**src/rtl/mips_mc_pkg.sv**
```systemverilog
// Shared encodings for the multicycle MIPS main control: states, opcodes,
// mux-select codes and the control-word layout produced by the decoder.
package mips_mc_pkg;

  typedef enum logic [3:0] {
    S_FETCH   = 4'd0,
    S_DECODE  = 4'd1,
    S_MEMADR  = 4'd2,
    S_MEMRD   = 4'd3,
    S_MEMWB   = 4'd4,
    S_MEMWR   = 4'd5,
    S_EXECUTE = 4'd6,
    S_ALUWB   = 4'd7,
    S_BRANCH  = 4'd8,
    S_ADDIEX  = 4'd9,
    S_ADDIWB  = 4'd10,
    S_JUMP    = 4'd11
  } state_t;

  localparam logic [5:0] OP_LW    = 6'b100011;
  localparam logic [5:0] OP_SW    = 6'b101011;
  localparam logic [5:0] OP_RTYPE = 6'b000000;
  localparam logic [5:0] OP_BEQ   = 6'b000100;
  localparam logic [5:0] OP_ADDI  = 6'b001000;
  localparam logic [5:0] OP_J     = 6'b000010;

  localparam logic [1:0] ALU_ADD   = 2'b00;
  localparam logic [1:0] ALU_SUB   = 2'b01;
  localparam logic [1:0] ALU_FUNCT = 2'b10;

  localparam logic [1:0] SRCB_B      = 2'b00;
  localparam logic [1:0] SRCB_FOUR   = 2'b01;
  localparam logic [1:0] SRCB_IMM    = 2'b10;
  localparam logic [1:0] SRCB_IMM_SH = 2'b11;

  localparam logic [1:0] PCSRC_ALU    = 2'b00;
  localparam logic [1:0] PCSRC_ALUOUT = 2'b01;
  localparam logic [1:0] PCSRC_JUMP   = 2'b10;

  typedef struct packed {
    logic       pc_write;
    logic       branch;
    logic       iord;
    logic       mem_write;
    logic       ir_write;
    logic       reg_dst;
    logic       mem_to_reg;
    logic       reg_write;
    logic       alu_src_a;
    logic [1:0] alu_src_b;
    logic [1:0] alu_op;
    logic [1:0] pc_src;
  } ctrl_t;

  function automatic logic op_known(input logic [5:0] op);
    return (op == OP_LW) || (op == OP_SW) || (op == OP_RTYPE) ||
           (op == OP_BEQ) || (op == OP_ADDI) || (op == OP_J);
  endfunction

endpackage

```
**src/rtl/mips_mc_out_decode.sv**
```systemverilog
// Moore output decode: maps the raw state code to the datapath control word.
// Unused encodings 12-15 decode to an all-zero word.
module mips_mc_out_decode
  import mips_mc_pkg::*;
(
  input  logic [3:0] st_code,
  output ctrl_t      ctl
);

  always_comb begin
    ctl = '0;
    case (st_code)
      S_FETCH: begin
        ctl.ir_write  = 1'b1;
        ctl.pc_write  = 1'b1;
        ctl.alu_src_b = SRCB_FOUR;
        ctl.alu_op    = ALU_ADD;
        ctl.pc_src    = PCSRC_ALU;
      end
      S_DECODE: begin
        ctl.alu_src_b = SRCB_IMM_SH;
        ctl.alu_op    = ALU_ADD;
      end
      S_MEMADR, S_ADDIEX: begin
        ctl.alu_src_a = 1'b1;
        ctl.alu_src_b = SRCB_IMM;
        ctl.alu_op    = ALU_ADD;
      end
      S_MEMRD: ctl.iord = 1'b1;
      S_MEMWR: begin
        ctl.iord      = 1'b1;
        ctl.mem_write = 1'b1;
      end
      S_MEMWB: begin
        ctl.mem_to_reg = 1'b1;
        ctl.reg_write  = 1'b1;
      end
      S_EXECUTE: begin
        ctl.alu_src_a = 1'b1;
        ctl.alu_src_b = SRCB_B;
        ctl.alu_op    = ALU_FUNCT;
      end
      S_ALUWB: begin
        ctl.reg_dst   = 1'b1;
        ctl.reg_write = 1'b1;
      end
      S_ADDIWB: ctl.reg_write = 1'b1;
      S_BRANCH: begin
        ctl.alu_src_a = 1'b1;
        ctl.alu_op    = ALU_SUB;
        ctl.pc_src    = PCSRC_ALUOUT;
        ctl.branch    = 1'b1;
      end
      S_JUMP: begin
        ctl.pc_src   = PCSRC_JUMP;
        ctl.pc_write = 1'b1;
      end
      default: ctl = '0;
    endcase
  end

endmodule

```
**src/rtl/mips_mc_control.sv**
```systemverilog
// Main control FSM of the multicycle MIPS core (lw, sw, R-type, beq, addi, j).
// Define MC_MEM_WAIT_EN to stall FETCH/MEMRD/MEMWR on mem_ready.
module mips_mc_control
  import mips_mc_pkg::*;
#(
  parameter int OP_W = 6,
  parameter int ST_W = 4
) (
  input  logic            clk,
  input  logic            rst,
  input  logic [OP_W-1:0] opcode,
  input  logic            zero,
  input  logic            mem_ready,
  output logic            pc_en,
  output logic            iord,
  output logic            mem_write,
  output logic            ir_write,
  output logic            reg_dst,
  output logic            mem_to_reg,
  output logic            reg_write,
  output logic            alu_src_a,
  output logic [1:0]      alu_src_b,
  output logic [1:0]      alu_op,
  output logic [1:0]      pc_src,
  output logic            illegal_op,
  output logic [ST_W-1:0] state
);

  logic [3:0] state_q;
  logic [3:0] state_d;
  logic       mem_go;
  ctrl_t      dec_ctl;
  ctrl_t      ctl;

`ifdef MC_MEM_WAIT_EN
  assign mem_go = mem_ready;
`else
  logic unused_mem_ready;
  assign unused_mem_ready = mem_ready;
  assign mem_go = 1'b1;
`endif

  always_ff @(posedge clk or posedge rst) begin
    if (rst) state_q <= S_FETCH;
    else     state_q <= state_d;
  end

  always_comb begin
    state_d = S_FETCH;
    case (state_q)
      S_FETCH: state_d = mem_go ? S_DECODE : S_FETCH;
      S_DECODE: begin
        case (opcode)
          OP_LW, OP_SW: state_d = S_MEMADR;
          OP_RTYPE:     state_d = S_EXECUTE;
          OP_BEQ:       state_d = S_BRANCH;
          OP_ADDI:      state_d = S_ADDIEX;
          OP_J:         state_d = S_JUMP;
          default:      state_d = S_FETCH;
        endcase
      end
      // opcode is re-sampled here to pick the load or store path
      S_MEMADR: begin
        if (opcode == OP_LW)      state_d = S_MEMRD;
        else if (opcode == OP_SW) state_d = S_MEMWR;
        else                      state_d = S_FETCH;
      end
      S_MEMRD:   state_d = mem_go ? S_MEMWB : S_MEMRD;
      S_MEMWB:   state_d = S_FETCH;
      S_MEMWR:   state_d = mem_go ? S_FETCH : S_MEMWR;
      S_EXECUTE: state_d = S_ALUWB;
      S_ALUWB:   state_d = S_FETCH;
      S_BRANCH:  state_d = S_FETCH;
      S_ADDIEX:  state_d = S_ADDIWB;
      S_ADDIWB:  state_d = S_FETCH;
      S_JUMP:    state_d = S_FETCH;
      default:   state_d = S_FETCH;
    endcase
  end

  mips_mc_out_decode u_decode (
    .st_code (state_q),
    .ctl     (dec_ctl)
  );

  // Reset masks the whole word even though the register already reads FETCH.
  always_comb begin
    ctl = dec_ctl;
    if ((state_q == S_FETCH) && !mem_go) begin
      ctl.ir_write = 1'b0;
      ctl.pc_write = 1'b0;
    end
    if (rst) ctl = '0;
  end

  assign pc_en      = ctl.pc_write | (ctl.branch & zero);
  assign iord       = ctl.iord;
  assign mem_write  = ctl.mem_write;
  assign ir_write   = ctl.ir_write;
  assign reg_dst    = ctl.reg_dst;
  assign mem_to_reg = ctl.mem_to_reg;
  assign reg_write  = ctl.reg_write;
  assign alu_src_a  = ctl.alu_src_a;
  assign alu_src_b  = ctl.alu_src_b;
  assign alu_op     = ctl.alu_op;
  assign pc_src     = ctl.pc_src;
  assign illegal_op = !rst && (state_q == S_DECODE) && !op_known(opcode[5:0]);
  assign state      = ST_W'(state_q);

endmodule

```
**config.mk**
```make
export PLATFORM = sky130hd
export DESIGN_NAME = mips_mc_control
export DESIGN_NICKNAME = d
export VERILOG_FILES = /design/src/rtl/mips_mc_pkg.sv /design/src/rtl/mips_mc_out_decode.sv /design/src/rtl/mips_mc_control.sv
export SDC_FILE = /design/constraint.sdc
export NUM_CORES = 1
export LEC_CHECK = 0
export CAP_MARGIN = 20
export CORE_MARGIN = 1
export CORE_UTILIZATION = 40
export CTS_CLUSTER_SIZE = 10
export DETAILED_ROUTE_END_ITERATION = 6
export MAX_ROUTING_LAYER = met4
export PLACE_DENSITY = 0.83
export SLEW_MARGIN = 10
export SYNTH_ARGS = -nofsm -noshare
export SYNTH_HDL_FRONTEND = slang
export SYNTH_SLANG_ARGS = --single-unit
```
**constraint.sdc**
```tcl
create_clock -name clk -period 3.1 [get_ports clk]
set_input_delay 0.62 -clock clk [delete_from_list [all_inputs] [get_ports clk]]
set_output_delay 0.62 -clock clk [all_outputs]
set_load 0.02 [all_outputs]
```
# Word-level counts from Yosys, hierarchy flattened
# Index checks and enable logic that the tools add are counted.
# op_classes
eq_ne	16
n_mux	17
n_bitwise	2
n_reduce_logical	17
# ops
operator	n
4-bit one-hot mux with 6 select lines	1
4-bit one-hot mux with 5 select lines	1
4-bit by 3-bit == test with 1-bit output (second input constant)	4
4-bit == test (second input constant)	4
15-bit 2-to-1 mux	1
6-bit == test (second input constant)	2
1-bit 2-to-1 mux	9
4-bit by 2-bit == test with 1-bit output (second input constant)	2
2-bit one-hot mux with 2 select lines	2
2-bit OR reduction	4
6-bit by 2-bit == test with 1-bit output (second input constant)	1
6-bit by 3-bit == test with 1-bit output (second input constant)	1
6-bit by 4-bit == test with 1-bit output (second input constant)	1
6-bit zero test	1
3-bit 2-to-1 mux	2
2-bit one-hot mux with 3 select lines	1
1-bit logical OR	5
4-bit by 1-bit == test with 1-bit output (second input constant)	1
4-bit zero test	1
4-bit OR reduction	1
3-bit OR reduction	1
1-bit logical AND	2
1-bit zero test	2
1-bit AND	1
1-bit OR	1
# word_totals
ff_bits	4
out_inout_bits	19

# Depth between registers and ports, before layout
# Gate-level depths: netlist (run 1).
# logic_depth
word_depth	8
mapped_depth	4
mapped_depth_nobuf	3

# Hierarchy
# Synthesis (run 1) repeated with hierarchy kept, for this count alone.
# unflattened
cells_unflattened	80
area_unflattened_um2	581.8
# modules_own_cells
module	n_inst	cells_per_inst	area_each_um2
mips_mc_control	1	53	420.4
mips_mc_out_decode	1	27	161.4

# Least setup slack after synthesis (run 1)
# No wires, ideal clock.
# synth_timing
kind	register -> output
start	register state_q[0], in the netlist state[0]
end	output alu_src_b[1]
arrival_time_ns	1.450
required_time_ns	2.480
slack_ns	1.030
stages_incl_launch_ff	4
path_cell_list	dfrtp_1 nand2b_1 nand2b_1 a211oi_1
# synth_via
elab_chain_cells	4
# synth_rtl
element	line	source
start: declaration	mips_mc_control.sv:29	logic [3:0] state_q;
start signal: assignment	mips_mc_control.sv:45	else state_q <= state_d;
4-bit by 2-bit == test with 1-bit output / 4-bit == test (equally long branches)	mips_mc_out_decode.sv:12	case (st_code)
2-bit OR reduction	--	
2-bit one-hot mux with 3 select lines (*)	mips_mc_out_decode.sv:12	
15-bit 2-to-1 mux (*)	mips_mc_control.sv:93	if (rst) ctl = '0;
end: declaration	mips_mc_control.sv:22	output logic [1:0] alu_src_b,
# Mark *: on every way between the ends. The rest lies on a longest branch, timed or not.

# Worst setup path in the final report (run 1)
# layout_timing
start	input opcode[1]
end	output illegal_op
# layout_via
elab_chain_cells	8
# layout_rtl
element	line	source
start: declaration	mips_mc_control.sv:11	input logic [OP_W-1:0] opcode,
6-bit == test	mips_mc_pkg.sv:56	return (op == OP_LW) || (op == OP_SW) || (op == OP_RTYPE) ||
1-bit logical OR (3 in series)	mips_mc_pkg.sv:56	
1-bit logical OR	mips_mc_pkg.sv:57	(op == OP_BEQ) || (op == OP_ADDI) || (op == OP_J);
1-bit logical OR (*)	mips_mc_pkg.sv:57	
1-bit zero test (*)	mips_mc_control.sv:107	assign illegal_op = !rst && (state_q == S_DECODE) && !op_known(opcode[5:0]);
1-bit logical AND (*)	mips_mc_control.sv:107	
end: declaration	mips_mc_control.sv:25	output logic illegal_op,
# Marks and branches as above.

==> results of run 1 <==
==> cells by family after synthesis <==
group / Yosys count / synth area share
simple gates: 36 / 0.399
flops: 4 / 0.191
xor+xnor: 3 / 0.0501
buf+inv: 9 / 0.0978
compound gates: 18 / 0.263
==> synthesized netlist by cell type, drive strengths merged, types with 3 or more instances <==
cell type	n	area share
xor2	3	0.050
nand2b	5	0.060
buf	5	0.069
nand4	3	0.036
nor4	3	0.048
o21ai	3	0.029
inv	3	0.021
nand2	3	0.021
a21oi	3	0.029
dfrtp	4	0.19
nor3	5	0.057
nor2	10	0.081
==> where the power goes <==
part / internal, mW / switching (mW) / total [mW] / leakage, nW
clock network: 0.0430 / 0.0174 / 0.0604 / 0.0138
logic: 0.125 / 0.120 / 0.245 / 0.227
registers: 0.0634 / 0.0464 / 0.110 / 0.0532
total: 0.232 / 0.183 / 0.415 / 0.294
==> stage by stage <==
step	power [mW]	instances	hold WS (ps)
global placement	0.352	107	658
finish	0.415	110	688
detailed placement	0.357	107	673
CTS	0.419	110	676
global route	0.445	110	717
floorplan	0.259	70	608
==> per-layer routing <==
metal	global-route usage	vias to the layer above	share of wire
li1	-	316	-
met1	0.262	269	0.43
met2	0.381	26	0.51
met3	0.0233	2	0.048
met4	0.125	0	0.011
met5	-	-	0
==> final cells by class <==
class / instances / area share
multi-input cells: 57 / 0.461
repair buffers: 29 / 0.352
flip-flops and latches: 4 / 0.124
clock buffers: 3 / 0.0278
well taps: 14 / 0.0216
inverters: 3 / 0.0139
==> worst max-delay path: cells and delay by family <==
| family | cells | cell delay (ps) |
|---|---|---|
| buffers and inverters | 2 | 1020 |
| and+or+nand+nor | 2 | 530 |
| AOI/OAI and AO/OA | 1 | 120 |
==> path summary, 6_finish.rpt <==
path                                 endpoint          startpoint  slack (ps)
min                        state[0]$_DFF_PP0_  state[3]$_DFF_PP0_         690
max in group asynchronous  state[1]$_DFF_PP0_                 rst        2160
min reg2reg                state[0]$_DFF_PP0_  state[3]$_DFF_PP0_         690
max                                illegal_op           opcode[1]         190
max reg2reg                state[1]$_DFF_PP0_  state[1]$_DFF_PP0_        1690
min in group asynchronous  state[2]$_DFF_PP0_                 rst         770
==> impl_metrics.toml, run 1 <==
[run_status]
status = "finished clean"

[global_route]
grt-ovfl-total = 0
first_global_vias = 551
grt_max_degree = 17
grt_first_pass_wirelength_um = 2280
antenna_found_initial = 0
grt_util_all_layers = 0.227

[die]
dieArea_sq_mm = 0.00146
core_sq_mm = 0.00116
initial_core_util = 0.453
die_x_um = 38.2
die_h_um = 38.2
num_io_pins = 29
rows = 12

[routing]
dr.first_iter.drc_count = 9
vias = 613
via_per_inst = 5.57
finalWirelength_um = 1310
drc = 0
firstDrtPassIters = 4
ant_nets = 0
routedWlPerCell_um = 11.9

[timing]
period_needed_ps = 2910
clock.fmax_ghz = 0.343
fin_ws_ps = 185
rsz0062_at_grt = "no"
drv_slew = 0
setup_tns_ps = 0
setup_violations = 0
fin_skew_ps = 1.77
min_period_over_period = 0.940
relSlewSlack = 0.622
tightest_slew_ps = 568
finalHoldViolCount = 0

[final_layout]
layout_commonest_cell = "clkdlybuf4s50_1"
final_cell_mix = "clkdlybuf4s50_1, nor2_1, nand2b_1, nor3_1, dfrtp_1"
final_util = 0.700
final_area_sq_um = 810
drive_gt1_frac = 0.146
largest_reg_flops = 4
area_delta_synth_final_pct = 54.4
fillCellCount = 92
multi_input_area_sq_um = 373
nets = 108
n_antenna_cell = 0
ff_latch_area_sq_um = 100

[placed_design]
numPortBuffers = 27
place_hpwl_um = 994
place_area_sq_um = 787
dp_slack_ps = 168
gp_congestion = 0.777

[clock_tree]
post_cts_buffers = 0
cts_hold_buf = 0
cts_tree = "built"
clk_path_buf_depth = 2
cts_sinks = 4
h-tree-depth = 1
clk_pin_slew_worst_paths_ps = 30
cts_inserted_buffers = 3
clk_latency_ps = 230
cts.repair.resized = 0
root_buffer = "clkbuf_4"

[setup_path]
arrival_ps = 2290
endpoint_kind = "primary output"
r2r_cells = 3
slowest_stage = "clkdlybuf4s50_1"
crit_type = "in -> out"
worstPathRequired_ps = 2480
cp_slowest_stage_delay_ps = 530
critPathMaxFanout = 5
crit_chain = "clkdlybuf4s50_1 -> nor4_2 -> o21ai_0 -> and3_1 -> clkdlybuf4s50_1"
critPathMostFrequentCell = "clkdlybuf4s50_1"
startpoint_type = "primary input"

[yosys]
yosysUniqueCellTypes = 34
synth_edf_count = 0
async_flop_share = 1.00
syn_avg_cell_area_sq_um = 7.49
syn_inst = 70
ys_seq_area_frac = 0.191
yosysWarnings = 0
synth-seq-cells = 4
synth.cell_area_sq_um = 524
synth_nets = 80
synthFlopType = "dfrtp_1"

[power_and_ir_drop]
ir_worst_vdd_mv = 0.276
power_density_mw_per_mm2 = 513
power_leakage_nw = 0.294

[hold_path]
min_path_cells = 1
min_path_type = "reg -> reg"

[flow_run]
drv_cap = 0
No activity file was read; power rests on OpenSTA's default activity.
==> run 2, diff against run 1 <==
CTS_CLUSTER_DIAMETER = 40   (was default)
SKIP_LAST_GASP = 1   (was default)
==> results of run 2 <==
Same layout as run 1: the final DEF is identical, and so are final timing and power.
==> run 3, diff against run 2 <==
--- a/config.mk
+++ b/config.mk
@@ -13,2 +13,3 @@
 export DETAILED_ROUTE_END_ITERATION = 6
+export HOLD_SLACK_MARGIN = 0.08
 export MAX_ROUTING_LAYER = met4
==> constraint.sdc (replaced) <==
create_clock -name clk -period 3.1 [get_ports clk]
set_input_delay 0.465 -clock clk [delete_from_list [all_inputs] [get_ports clk]]
set_output_delay 0.465 -clock clk [all_outputs]
set_load 0.02 [all_outputs]
==> impl_metrics.toml, run 3 (synthesis gave the netlist of run 1 again) <==
[run_status]
status = "finished clean"

[timing]
finalHoldViolCount = 0
min_period_over_period = 0.868
setup_tns_ps = 0
clock.fmax_ghz = 0.371
worst_hold_slack_ps = 693
relSlewSlack = 0.637
fin_skew_ps = 4.08
rsz0062_at_grt = "no"
tightest_slew_ps = 545
drv_slew = 0
setup_violations = 0
fin_ws_ps = 408
period_needed_ps = 2690

[clock_tree]
root_buffer = "clkbuf_4"
clk_pin_slew_worst_paths_ps = 40
clk_latency_ps = 240
post_cts_buffers = 0
cts_inserted_buffers = 3
h-tree-depth = 1
cts_hold_buf = 0
cts_tree = "built"
clk_path_buf_depth = 2
cts.repair.resized = 0
cts_sinks = 4

[die]
rows = 12
num_io_pins = 29
initial_core_util = 0.453
core_sq_mm = 0.00116
die_h_um = 38.2
die_x_um = 38.2
dieArea_sq_mm = 0.00146

[routing]
ant_nets = 0
routedWlPerCell_um = 12.5
via_per_inst = 5.75
firstDrtPassIters = 4
drc = 0
vias = 621
finalWirelength_um = 1350
dr.first_iter.drc_count = 8

[placed_design]
place_area_sq_um = 772
gp_congestion = 0.763
numPortBuffers = 27
dp_slack_ps = 409
place_hpwl_um = 1000

[final_layout]
final_area_sq_um = 795
area_delta_synth_final_pct = 51.6
n_antenna_cell = 0
largest_reg_flops = 4
drive_gt1_frac = 0.128
nets = 106
final_cell_mix = "clkdlybuf4s50_1, nor2_1, nand2b_1, nor3_1, dfrtp_1"
layout_commonest_cell = "clkdlybuf4s50_1"

[global_route]
grt-ovfl-total = 0
grt_util_all_layers = 0.224
first_global_vias = 494
grt_first_pass_wirelength_um = 2200
grt_max_degree = 17
antenna_found_initial = 0

[setup_path]
crit_start = "opcode[3]"
r2r_cells = 3
rrSetupSlack_ps = 1640
worstPathRequired_ps = 2630
arrival_ps = 2230
crit_type = "in -> out"
r2r_start = "state[1]$_DFF_PP0_"
rr_endpoint = "state[1]$_DFF_PP0_"
startpoint_type = "primary input"
critPathMaxFanout = 7
endpoint_kind = "primary output"

[power_and_ir_drop]
power_density_mw_per_mm2 = 531
seqPwrFrac = 0.258
intPower_mw = 0.230
swShare = 0.454
p_switching_mw = 0.191
clkPwrFrac = 0.157
combPwrFrac = 0.585
power_leakage_nw = 0.284
ir_worst_vdd_mv = 0.280
finalPower_mw = 0.422

[hold_path]
min_from = "state[3]$_DFF_PP0_"
min_path_cells = 1
min_path_type = "reg -> reg"
worstHoldEndpoint = "state[0]$_DFF_PP0_"

[flow_run]
drv_cap = 0
==> run 3: final cells by class <==
type / instances / area, sq um
clock buffers: 3 / 22.5
multi-input cells: 57 / 373
flip-flops and latches: 4 / 100
well taps: 14 / 17.5
repair buffers: 27 / 270
fillers: 98 / 362
inverters: 3 / 11.3
==> run 3: worst max-delay path, stage by stage <==
cell             delay, ps
clkdlybuf4s50_1        550
xor2_1                 220
o211ai_1               210
and3_1                 180
clkdlybuf4s50_1        600
==> run 3: how the worst max path moves through the flow <==
stage,endpoint,slack (ps)
floorplan,alu_src_b[1],1190
global placement,illegal_op,420
detailed placement,illegal_op,410
CTS,illegal_op,400
global route,pc_src[1],320
finish,illegal_op,410
==> run 3: power by group through the flow <==
| stage | sequential (mW) | combinational (mW) | clock [mW] |
|---|---|---|---|
| 6_report | 0.109 | 0.247 | 0.0662 |
| 3_5_place_dp | 0.108 | 0.245 | 0 |
| 2_1_floorplan | 0.0896 | 0.169 | 0 |
| 3_3_place_gp | 0.109 | 0.241 | 0 |
| 5_1_grt | 0.114 | 0.267 | 0.0684 |
| 4_1_cts | 0.107 | 0.247 | 0.0667 |
==> run 3: metal layers <==
layer	track usage	share of wire
met1	0.254	0.42
met2	0.394	0.53
met3	0.0174	0.039
met4	0.107	0.013
met5	-	0
==> run 3: per-stage QoR <==
stage           util  instances
2_1_floorplan      -         70
3_5_place_dp   0.668        105
3_3_place_gp   0.668        105
4_1_cts        0.687        108
5_1_grt        0.687        108
6_report       0.687        108
